**src/rtl/rns_pkg.sv**
```systemverilog
// Shared constants, FSM state type and one-hot decode for the mod-7 adder.
// Used by the scheduler and the binary to one-hot converter.
package rns_pkg;

    localparam int RNS_MOD = 7;
    localparam int RES_W   = 3;
    localparam int OH_W    = 7;

    typedef enum logic [1:0] {
        IDLE,
        ROT,
        RESP
    } state_t;

    function automatic logic [RES_W-1:0] oh7_to_bin(input logic [OH_W-1:0] oh);
        logic [RES_W-1:0] b;
        b = '0;
        for (int i = 0; i < OH_W; i++) begin
            if (oh[i]) b = RES_W'(i);
        end
        return b;
    endfunction

endpackage

```
**src/rtl/rns_bin2ohc7.sv**
```systemverilog
// Binary residue to 7-bit one-hot code; 3'b111 folds to residue 0.
module rns_bin2ohc7
    import rns_pkg::*;
(
    input  logic [RES_W-1:0] bin,
    output logic [OH_W-1:0]  oh
);

    assign oh = (bin == 3'd7) ? 7'd1 : (7'd1 << bin);

endmodule

```
**src/rtl/rns_ohc7_add_sched.sv**
```systemverilog
// Round-robin scheduler for a shared one-hot mod-7 rotation adder.
// Optional macro RNS_OHC_ERR_EN flags 3'b111 operands instead of folding them.
module rns_ohc7_add_sched
    import rns_pkg::*;
#(
    parameter int N_REQ = 4,
    parameter int ID_W  = $clog2(N_REQ)
) (
    input  logic               clk,
    input  logic               rst,
    input  logic [N_REQ-1:0]   req_valid,
    output logic [N_REQ-1:0]   req_ready,
    input  logic [N_REQ*3-1:0] req_a,
    input  logic [N_REQ*3-1:0] req_b,
    output logic               rsp_valid,
    input  logic               rsp_ready,
    output logic [ID_W-1:0]    rsp_id,
    output logic [RES_W-1:0]   rsp_sum,
    output logic [OH_W-1:0]    rsp_sum_oh,
    output logic               rsp_err,
    output logic               busy
);

    state_t            state;
    state_t            nstate;
    logic [OH_W-1:0]   acc;
    logic [RES_W-1:0]  cnt;
    logic [ID_W-1:0]   id;
    logic [ID_W-1:0]   rr_ptr;
    logic [ID_W-1:0]   gnt;
    logic              found;
    int                scan;
    logic [RES_W-1:0]  a_sel;
    logic [RES_W-1:0]  b_sel;
    logic [OH_W-1:0]   a_oh;

    // First valid requester at or above rr_ptr, wrapping around.
    always_comb begin
        found = 1'b0;
        gnt   = '0;
        scan  = 0;
        for (int k = 0; k < N_REQ; k++) begin
            scan = int'(rr_ptr) + k;
            if (scan >= N_REQ) scan = scan - N_REQ;
            if (!found && req_valid[scan]) begin
                found = 1'b1;
                gnt   = ID_W'(scan);
            end
        end
    end

    assign a_sel = req_a[RES_W*gnt +: RES_W];
    assign b_sel = req_b[RES_W*gnt +: RES_W];

    rns_bin2ohc7 u_conv (
        .bin (a_sel),
        .oh  (a_oh)
    );

`ifdef RNS_OHC_ERR_EN
    logic err;
    logic bad;
    assign bad = (a_sel == 3'd7) || (b_sel == 3'd7);
`else
    logic [RES_W-1:0] b_mod;
    assign b_mod = (b_sel == 3'd7) ? 3'd0 : b_sel;
`endif

    always_ff @(posedge clk) begin
        if (rst) state <= IDLE;
        else     state <= nstate;
    end

    always_comb begin
        nstate = state;
        unique case (state)
            IDLE:    if (found)      nstate = ROT;
            ROT:     if (cnt == '0)  nstate = RESP;
            RESP:    if (rsp_ready)  nstate = IDLE;
            default: nstate = IDLE;
        endcase
    end

    always_ff @(posedge clk) begin
        if (rst) begin
            acc    <= '0;
            cnt    <= '0;
            id     <= '0;
            rr_ptr <= '0;
`ifdef RNS_OHC_ERR_EN
            err    <= 1'b0;
`endif
        end else if (state == IDLE && found) begin
            id     <= gnt;
            rr_ptr <= (gnt == ID_W'(N_REQ-1)) ? '0 : gnt + ID_W'(1);
`ifdef RNS_OHC_ERR_EN
            err    <= bad;
            acc    <= bad ? '0 : a_oh;
            cnt    <= bad ? '0 : b_sel;
`else
            acc    <= a_oh;
            cnt    <= b_mod;
`endif
        end else if (state == ROT && cnt != '0) begin
            acc <= {acc[5:0], acc[6]};
            cnt <= cnt - 3'd1;
        end
    end

    always_comb begin
        req_ready  = '0;
        rsp_valid  = (state == RESP);
        rsp_sum_oh = '0;
        rsp_sum    = '0;
        rsp_id     = '0;
        busy       = (state != IDLE);
        if (state == IDLE && found && !rst) req_ready[gnt] = 1'b1;
        if (state == RESP) begin
            rsp_sum_oh = acc;
            rsp_sum    = oh7_to_bin(acc);
            rsp_id     = id;
        end
    end

`ifdef RNS_OHC_ERR_EN
    assign rsp_err = (state == RESP) && err;
`else
    assign rsp_err = 1'b0;
`endif

endmodule
```
**config.mk**
```make
export PLATFORM = sky130hd
export DESIGN_NAME = rns_ohc7_add_sched
export DESIGN_NICKNAME = d
export VERILOG_FILES = /design/src/rtl/rns_pkg.sv /design/src/rtl/rns_bin2ohc7.sv /design/src/rtl/rns_ohc7_add_sched.sv
export SDC_FILE = /design/constraint.sdc
export NUM_CORES = 1
export LEC_CHECK = 0
export ABC_AREA = 0
export CORE_MARGIN = 2
export CORE_UTILIZATION = 44
export CTS_CLUSTER_DIAMETER = 40
export CTS_CLUSTER_SIZE = 40
export DETAILED_ROUTE_END_ITERATION = 10
export GPL_ROUTABILITY_DRIVEN = 0
export PLACE_DENSITY_LB_ADDON = 0.25
export SYNTH_ARGS = -nofsm -noshare
export SYNTH_HDL_FRONTEND = slang
export SYNTH_SLANG_ARGS = --single-unit
```
**constraint.sdc**
```tcl
create_clock -name clk -period 2.22 [get_ports clk]
set_input_delay 0.333 -clock clk [delete_from_list [all_inputs] [get_ports clk]]
set_output_delay 0.333 -clock clk [all_outputs]
set_load 0.1 [all_outputs]
```
After elaboration in Yosys (flattened, before gate mapping)
Cells that the tools add are included.
Cells by class
  $add $sub $neg: 9
  multipliers: 1
  $lt $le $gt $ge: 10
  eq/ne operators: 8
  shift operators: 3
  multiplexer cells: 47
  reduce and logical (&&, ||, !) cells: 17
Operator list (number)
  32-bit by 4-bit less-than comparator with 1-bit output (second input constant): 4
  32-bit two-way mux: 4
  7-bit two-way mux: 4
  3-bit two-way mux: 9
  12-bit by 5-bit indexed part select with 3-bit output: 2
  2-bit two-way mux: 9
  1-bit two-way mux: 14
  3-bit by 3-bit subtractor with 4-bit output (second input constant): 3
  3-bit >= comparator (second input constant): 3
  1-bit binary-select mux with 2-bit select: 4
  1-bit logical AND: 7
  1-bit by 3-bit left shift with 7-bit output (first input constant): 1
  2-bit by 2-bit adder with 3-bit output (second input constant): 2
  3-bit equality test (second input constant): 2
  2-bit case mux with 3 select lines: 1
  2-bit equality test (second input constant): 2
  1-bit logical NOT: 4
  2-bit by 2-bit multiplier with 4-bit output (first input constant): 1
  4-bit two-way mux: 1
  2-bit != test (second input constant): 2
  2-bit nonzero test: 2
  2-bit by 3-bit subtractor with 4-bit output (second input constant): 1
  2-bit by 1-bit adder with 3-bit output (second input constant): 1
  2-bit by 3-bit >= comparator with 1-bit output (second input constant): 1
  other kinds (11): 11
Storage, ports and cells
  register bits after elaboration: 16
  bits of input ports: 31
  output and inout bits: 19
  word-level logic and storage cells: 100

Depth between registers and ports, before layout
Gate-level depths: netlist (run 1).
  depth after elaboration: 20
  gate-level depth with buffers: 9
  gate-level depth less buffers: 8

Cells and area by module
A second synthesis (run 1) with hierarchy kept.
Second synthesis, totals
  cells, all modules: 181
  area total of the unflattened synthesis: 1345.0 sq um
Modules (own cells, without submodules)
  rns_ohc7_add_sched: times used 1, cells each 172, area an instance 1277.5 sq um, seq. area each 320.3 sq um
  rns_bin2ohc7: times used 1, cells each 9, area an instance 67.6 sq um, seq. area each 0.0 sq um

Worst setup path before layout (run 1)
Ideal clock, no wire load.
  path type: flip-flop to output port
  start: register state[0]
  end: output port rsp_sum[1]
  arrival time: 4.477 ns
  required time: 1.887 ns
  setup slack: -2.590 ns
  cell stages (with the launch flop): 6
  path buffers: 0
  path through: dfxtp_1 > nand2b_1 > inv_1 > and2_1 > nor2_1 > o31ai_1
Between the ends
  cells in the longest elaborated chain, start to end: 2
Ends and longest elaborated chain
  start: declaration: RTL line rns_ohc7_add_sched.sv:24  | state_t state;
  start signal: assignment: RTL line rns_ohc7_add_sched.sv:71  | else state <= nstate;
  2-bit equality test
  net rsp_valid: RTL line rns_ohc7_add_sched.sv:15  | output logic rsp_valid,
  3-bit two-way mux: RTL line rns_ohc7_add_sched.sv:118  | if (state == RESP) begin
  end: declaration: RTL line rns_ohc7_add_sched.sv:18  | output logic [RES_W-1:0] rsp_sum,
The timed path passes the listed nets, and every way through them passes these cells.

Final worst setup path (run 1)
  start: register rr_ptr[0]
  end: output port req_ready[0]
Between the ends
  cells in the longest elaborated chain, start to end: 20
  elaborated cells between the ends (all ways): 49
  those cells by class: add/sub: 7; order compare: 6; mux: 27; reduce/logical: 9
Ends and longest elaborated chain
  start: declaration: RTL line rns_ohc7_add_sched.sv:29  | logic [ID_W-1:0] rr_ptr;
  start signal: assignment: RTL line rns_ohc7_add_sched.sv:95  | rr_ptr <= (gnt == ID_W'(N_REQ-1)) ? '0 : gnt + ID_W'(1);
  branches (longest 19 deep; another with 3-bit by 3-bit subtractor with 4-bit output)
  4-bit two-way mux *: RTL line rns_ohc7_add_sched.sv:117  | if (state == IDLE && found && !rst) req_ready[gnt] = 1'b1;
  end: declaration: RTL line rns_ohc7_add_sched.sv:12  | output logic [N_REQ-1:0] req_ready,
Every way passes the cells marked *. The select of a mux whose other input is x is not followed.

==> metrics.csv, run 1 <==
metric;value;unit
vias in the first global route;1475;
Netlist cell types;38;
CP max stage cell;dfxtp_4;
CP Class;reg2out;
commonest non-fill, non-tap cell in the layout;clkdlybuf4s50_1;
num ports;50;
Avg Cell Area, Syn;7.80;um^2
largest net degree at the start of global routing;21;
latest clock arrival within the worst-skew pair;0.29;ns
global route overflow;0;
data arrival time of the worst path;1.85;ns
CORE AREA;2810;um^2
Hold Path End;id[0];
worst flop-to-flop path endpoint;cnt[0];
initial antenna violation count;0;
syn_nets;206;
register area share after synthesis;24.3;%
CTS clk-pin slew, worst paths;0.09;ns
CTS Buffer Depth;2;
flops & latches, synth;16;
Reg2Reg Depth;9;
failing checks;DRC;
root buf cell;clkbuf_4;
Syn Inst Count;169;
post-layout minimum cycle time;2.19;ns
worst r2r src;rr_ptr[0];
first-pass GRT wire length;6.31;mm
CTS tree;yes;
total power;2120;uW
Post-synth EDFFs;0;
FF-to-FF setup slack;0.13;ns
critical-path cell list;nor2b_4, buf_4, o32a_1, buf_12, inv_4, ha_2, and2_4, buf_12;
Final Cycle Share;98.5;%
Synth Flop Type;dfxtp_1;
status;finished with violations;
Setup TNS;0;ns
Placed Cells;253;
total wire length;3.67;mm
clk sinks;16;
diode count;0;
ANT nets after route;0;
htree depth;1;
Synth warnings;0;
Die ar.;3450;um^2
Final Hold Viols;0;
DRC viols;3;
synthesized area;1320;um^2
final hold slack;0.463;ns
peak supply drop;0.552;mV
Crit path top cell by count;buf_12;
Peak Freq;457;MHz
Max-Cap Viols;0;
RSZ-0062 raised after global routing;true;
Slew Viols, Final;0;
Synth async-reset ratio;0;%
TritonCTS Buffers;3;
Hold Crit Class;reg2reg;
Starting Density;47.0;%
Final #Nets;269;
Die Y;58.7;um
PwrDens;953;nW/um^2
clk_skew;0.00673;ns
hold path cells;2;
non-filler cells in the finished layout;262;
startpoint class of the critical path;flop;
row cnt;19;
WP data required;1.89;ns
Vias/cell;5.51;
Layout area overhead;68.9;%
Via Count;1443;
DRT Pass-1 Iters;7;
Lkg Pwr;0.000913;uW
fraction of layout instances using a drive strength above 1;32.0;%
CP peak stage delay;0.39;ns
HPWL after detailed placement;2.94;mm
Hold Path Origin;id[0];
routed len/inst;14.0;um
CP endpoint kind;output pin;
crit-path max FO;6;
initial drt markers;67;
aggregate global-route resource usage;23.7;%
Port Buffers;48;
Die W;58.7;um
most frequent cells in the layout;clkdlybuf4s50_1, nand2_1, buf_4, buf_12, a21oi_1;
final setup fails;0;
what timing repair did:
item                                    in CTS  in global routing
endpoints found under the setup margin       7                  6
pin swaps                                    2                  1
gates resized for setup                     16                  4
setup buffers                                5                  0
hold buffers                                 0                  0
registers in the layout, indices dropped and copies added (netlist names):
signal,flops
acc,7
cnt,3
id,2
rr_ptr,2
state,2
worst max path at each step:
stage | startpoint | to | slack (ns) | depth (start not counted)
after floorplan | state[0] | rsp_sum[1] | -0.72 | 5
after global placement | req_valid[2] | cnt[0] | -0.29 | 9
after detailed placement | req_valid[2] | cnt[0] | -0.39 | 9
after CTS | rr_ptr[0] | req_ready[0] | 0.01 | 8
after global routing | rr_ptr[0] | req_ready[0] | -0.02 | 8
final | rr_ptr[0] | req_ready[0] | 0.03 | 8
through the flow:
step	worst slack, ns	utilization, %	instance area, um^2
final	0.0334	79.4	2230
after global routing	-0.0248	79.4	2230
after CTS	0.0142	79.0	2220
after detailed placement	-0.389	75.4	2110
after global placement	-0.286	75.4	2110
after floorplan	-0.716	-	1360
critical path, delay by kind of cell, from the launching register on:
kind / cells / cell delay (ns)
flip-flops: 1 / 0.39
AND/OR/NAND/NOR: 2 / 0.18
adder cells (fa/ha/maj): 1 / 0.15
AO/OA/AOI/OAI: 1 / 0.36
buffers and inverters: 4 / 0.49
area by class of cell:
class | instances | area [um^2]
multi-input combinational | 133 | 961
clock buffer | 4 | 36.3
sequential | 16 | 324
tap | 31 | 38.8
fill | 183 | 578
inverter | 9 | 40.0
timing repair buffer | 69 | 827
cell families (layout without fill, tap and decap cells):
kind of cell | count (synthesis) | after routing | share of synthesized area, %
compound gates | 39 | 39 | 20.6
fa+ha+maj | 6 | 6 | 5.69
buf+inv | 20 | 82 | 8.06
flops | 16 | 16 | 24.3
mux | 21 | 21 | 17.6
other cells | 1 | 1 | 0.284
simple gates | 66 | 66 | 23.4
where the power goes:
| group | switching [uW] | internal (uW) |
|---|---|---|
| clock network | 89.2 | 99.8 |
| logic | 825 | 650 |
| registers | 82.9 | 376 |
| total | 997 | 1130 |
synthesized netlist by cell type, types with 2 or more instances:
master / n / area [um^2]
a21oi_1: 19 / 95.1
a41oi_1: 6 / 52.6
and2_1: 11 / 68.8
buf_2: 3 / 15.0
clkbuf_1: 4 / 15.0
dfxtp_1: 16 / 320
ha_1: 6 / 75.1
inv_1: 9 / 33.8
mux2_2: 2 / 22.5
mux2_4: 4 / 60.1
mux2i_1: 15 / 150
nand2_1: 22 / 82.6
nor2_1: 20 / 75.1
nor2b_1: 3 / 18.8
nor3_1: 4 / 20.0
o21bai_1: 2 / 15.0
o31ai_1: 2 / 15.0
per-layer routing:
layer	track usage, %	part of all wire, %
met1	25.0	36
met3	3.74	4.3
met4	5.52	1.5
met5	0	0
met2	47.8	58
Note: power is estimated with default switching activity, not from simulation.
==> run 2, diff against run 1 <==
--- a/config.mk
+++ b/config.mk
@@ -13,6 +13,7 @@
 export DETAILED_ROUTE_END_ITERATION = 10
 export GPL_ROUTABILITY_DRIVEN = 0
 export PLACE_DENSITY_LB_ADDON = 0.25
+export REMOVE_ABC_BUFFERS = 1
 export SYNTH_ARGS = -nofsm -noshare
 export SYNTH_HDL_FRONTEND = slang
 export SYNTH_SLANG_ARGS = --single-unit
==> run 2 against run 1 <==
The flow still finishes with violations (DRC). First-iteration DRC count rose by 13%. Flip-flop and latch count stayed put. Sequential share of layout area increased by 0.89 points. Critical path depth stayed put. Clock skew down 0.0045 ns. Clock-buffer cell count unchanged. Combinational power decreased by 8%. Hold slack improved by 0.0028 ns. Via count is 4.3% lower.
==> metrics.csv, run 2 (synthesis results as in run 1) <==
metric;value;unit
DRC viols;4;
CTS tree;yes;
TritonCTS Buffers;3;
number of flip-flops in the largest register;7;
buffers and inverters on the worst path;3;
Final Cycle Share;96.7;%
final setup fails;0;
CP max stage cell;o32a_1;
largest register by flop count;acc;
PwrDens;952;nW/um^2
status;finished with violations;
final core utilization;75.1;%
Peak Freq;466;MHz
CORE AREA;2810;um^2
Starting Density;47.0;%
HPWL after detailed placement;2.65;mm
clk_skew;0.00223;ns
CP peak stage delay;0.30;ns
diode count;0;
Multi-input gate area;960;um^2
DRT Pass-1 Iters;7;
CP endpoint kind;output pin;
Top Usage Layer GRT;met2;
Final Hold Viols;0;
Hold Crit Class;reg2reg;
row cnt;19;
Die Y;58.7;um
CTS clk-pin slew, worst paths;0.09;ns
WP data required;1.89;ns
met3 Usage GRT;3.30;%
Vias/cell;5.50;
initial drt markers;76;
largest net degree at the start of global routing;21;
biggest regs;acc: 7 flops, cnt: 3 flops;
Max-Cap Viols;0;
Fillers;223;
latest clock arrival within the worst-skew pair;0.29;ns
critical-path cell list;clkdlybuf4s15_1, nor2b_4, a21boi_2, o32a_1, inv_2, ha_1, and2_1, buf_12;
Lkg Pwr;0.000860;uW
total wire length;3.37;mm
initial antenna violation count;0;
routed len/inst;13.4;um
global route overflow;0;
peak supply drop;0.477;mV
aggregate global-route resource usage;21.1;%
first-pass GRT wire length;5.77;mm
Die ar.;3450;um^2
failing checks;DRC;
Die W;58.7;um
Slew Viols, Final;0;
fraction of layout instances using a drive strength above 1;28.6;%
startpoint class of the critical path;input port;
num ports;50;
M1 GR Usage;26.0;%
Layout area overhead;59.8;%
commonest non-fill, non-tap cell in the layout;clkdlybuf4s50_1;
root buf cell;clkbuf_4;
post-layout minimum cycle time;2.15;ns
most frequent cells in the layout;clkdlybuf4s50_1, nand2_1, nor2_1, a21oi_1, buf_12;
GRT met2 Usage;35.2;%
total power;2010;uW
vias in the first global route;1297;
Port Buffers;48;
ANT nets after route;0;
crit-path max FO;5;
CTS Buffer Depth;2;
htree depth;1;
Via Count;1381;
hold buffers post-CTS;0;
register area;325;um^2
Final #Nets;258;
clk sinks;16;
data arrival time of the worst path;1.81;ns
CP Class;in2out;
CP top delay family;compound AO/OA/AOI/OAI gates;
run 2: changes by cell type in the layout (fill, tap and decap cells not counted), sizes merged:
cell and change:
inv +1, buf -11, clkinvlp -1, dlygate4sd2 -1, clkdlybuf4s15 +1
run 2: cell type report:
class | instances | share of cell area, %
Multi-Input combinational cell | 133 | 45.5
Tap cell | 31 | 1.84
Inverter | 9 | 1.60
Sequential cell | 16 | 15.4
Clock buffer | 4 | 1.72
Timing Repair Buffer | 58 | 33.8
run 2: worst register-to-register path, delay by kind of cell, from the launching register on:
family | cells | cell delay [ns]
mux | 2 | 0.52
compound gates | 3 | 0.66
buf+inv | 1 | 0.20
flops | 1 | 0.41
simple gates | 1 | 0.11
run 2: path summary, 6_finish.rpt:
check / start / depth (start not counted) / slack [ns] / endpoint
worst min-delay path: id[0] / 2 / 0.47 / id[0]
worst min register to register: id[0] / 2 / 0.47 / id[0]
worst max register to register: rr_ptr[1] / 7 / 0.26 / acc[4]
worst max-delay path: req_valid[1] / 8 / 0.07 / req_ready[0]
run 2: timing repair:
action	CTS	global route
setup buffers	1	0
gates resized for setup	16	14
setup endpoints to repair	14	14
pin swaps	3	2
endpoints found under the hold margin	0	0
run 2: metrics by stage:
step	worst slack, ns	hold slack [ns]	cell area (um^2)	instances	TNS, ns
floorplan	-2.59	0.398	1250	158	-6.05
global placement	-0.214	0.441	2010	247	-2.50
detailed placement	-0.440	0.452	2010	247	-5.26
CTS	0.000971	0.466	2080	252	0
global route	-0.0355	0.493	2110	251	-0.0566
finish	0.0729	0.466	2110	251	0
run 2: report_power, final:
| part | internal, uW | total (uW) | switching, uW |
|---|---|---|---|
| sequential | 377 | 460 | 82.9 |
| clock | 100 | 194 | 94.3 |
| combinational | 568 | 1350 | 784 |
run 2: metal layers:
layer / up-vias / routed length, um
met3: 12 / 261
met4: 0 / 97
met2: 68 / 1630
met1: 613 / 1380
met5: - / 0
li1: 688 / -
==> run 3, diff against run 2 <==
--- a/config.mk
+++ b/config.mk
@@ -13,6 +13,7 @@
 export DETAILED_ROUTE_END_ITERATION = 10
 export GPL_ROUTABILITY_DRIVEN = 0
 export PLACE_DENSITY_LB_ADDON = 0.25
+export RECOVER_POWER = 25
 export REMOVE_ABC_BUFFERS = 1
 export SYNTH_ARGS = -nofsm -noshare
 export SYNTH_HDL_FRONTEND = slang
==> run 3 against run 2 <==
The run still ends with DRC left. Largest cell class unchanged. Final area is 1.2% lower. Sequential share of layout area is 0.19 points higher. Non-clock buffer count did not move. Clock-buffer cell count did not move. Sequential power hardly changed. Largest power group unchanged.
==> metrics.csv, run 3 (synthesis results as in run 1) <==
metric;value;unit
status;finished with violations;
failing checks;DRC;
Die Y;58.7;um
Final Cycle Share;97.1;%
CP Class;in2out;
Sw Ratio;48.4;%
Worst Max-Slew Pin Slew;0.850;ns
first-pass GRT wire length;5.77;mm
global route overflow;0;
ANT nets after route;0;
net switching power;957;uW
Combinational Power Share;67.0;%
Hold Crit Class;reg2reg;
Final #Nets;258;
Fillers;225;
final setup fails;0;
Max-Cap Viols;0;
PwrDens;951;nW/um^2
total wire length;3.37;mm
diode count;0;
CORE AREA;2810;um^2
Final Cell Area;2080;um^2
Vias/cell;5.55;
Placed Area;2010;um^2
CP endpoint kind;output pin;
Int Power;1020;uW
Die W;58.7;um
Port Buffers;48;
Lkg Pwr;0.000850;uW
final core utilization;74.2;%
root buf cell;clkbuf_4;
sequential fraction of design power;23.2;%
CTS Buffer Depth;2;
largest register by flop count;acc;
data arrival time of the worst path;1.82;ns
htree depth;1;
aggregate global-route resource usage;21.1;%
TritonCTS Buffers;3;
row cnt;19;
CTS tree;yes;
clk sinks;16;
hold buffers post-CTS;0;
post-layout minimum cycle time;2.16;ns
DRC viols;4;
HPWL after detailed placement;2.65;mm
latest clock arrival within the worst-skew pair;0.29;ns
startpoint class of the critical path;input port;
Via Count;1393;
initial drt markers;86;
CTS clk-pin slew, worst paths;0.09;ns
clock power share;9.8;%
routed len/inst;13.4;um
Peak Freq;464;MHz
largest net degree at the start of global routing;21;
commonest non-fill, non-tap cell in the layout;clkdlybuf4s50_1;
crit-path max FO;5;
most frequent cells in the layout;clkdlybuf4s50_1, nand2_1, nor2_1, a21oi_1, buf_12;
Die ar.;3450;um^2
Setup TNS;0;ns
peak supply drop;0.472;mV
WP data required;1.89;ns
Max-slew headroom;43.4;%
final hold slack;0.466;ns
biggest regs;acc: 7 flops, cnt: 3 flops;
initial antenna violation count;0;
Final Hold Viols;0;
Slew Viols, Final;0;
DRT Pass-1 Iters;7;
Starting Density;47.0;%
clk_skew;0.00107;ns
vias in the first global route;1297;
num ports;50;
Layout area overhead;57.8;%
total power;1980;uW
number of flip-flops in the largest register;7;
fraction of layout instances using a drive strength above 1;28.2;%
run 3: path summary, 6_finish.rpt:
check                               endpoint    startpoint  slack, ns  cells past startpoint
worst max-delay path            req_ready[0]  req_valid[1]       0.06                      8
worst min-delay path                   id[0]         id[0]       0.47                      2
worst max register to register        acc[4]      state[1]       0.23                      6
worst min register to register         id[0]         id[0]       0.47                      2
run 3: final cells by class:
class | instances | area, um^2 | share of cell area (%)
sequential | 16 | 325 | 15.6
multi-input combinational | 133 | 960 | 46.1
clock buffer | 4 | 36.3 | 1.74
inverter | 9 | 33.8 | 1.62
tap | 31 | 38.8 | 1.86
timing repair buffer | 58 | 687 | 33.0
run 3: repair_timing:
| action | CTS | global route |
|---|---|---|
| endpoints found under the setup margin | 14 | 14 |
| buffers inserted | 1 | 0 |
| resized for setup | 16 | 14 |
| pin swaps | 3 | 2 |
run 3: metal layers:
metal	wire, um	track usage [%]
met4	95	11.0
met5	0	0
met2	1650	35.2
met3	273	3.30
met1	1350	26.0
run 3: power groups by stage:
stage          Sequential (uW)  Clock [uW]  Combinational (uW)
6_report                   459         193                1330
3_3_place_gp               441           0                1270
5_1_grt                    475         208                1440
3_5_place_dp               449           0                1320
4_1_cts                    446         194                1350
2_1_floorplan              428           0                 896
run 3: through the flow:
stage               worst slack, ns  instances
finish                       0.0649        251
CTS                        0.000971        252
global route                -0.0355        251
floorplan                     -2.59        158
global placement             -0.214        247
detailed placement           -0.440        247
run 3: worst max-delay path, cell delays in order:
cell and delay (ns):
clkdlybuf4s15_1 0.24, nor2b_4 0.16, a21boi_2 0.20, o32a_1 0.31, inv_2 0.07, ha_1 0.18, and2_1 0.17, buf_12 0.17
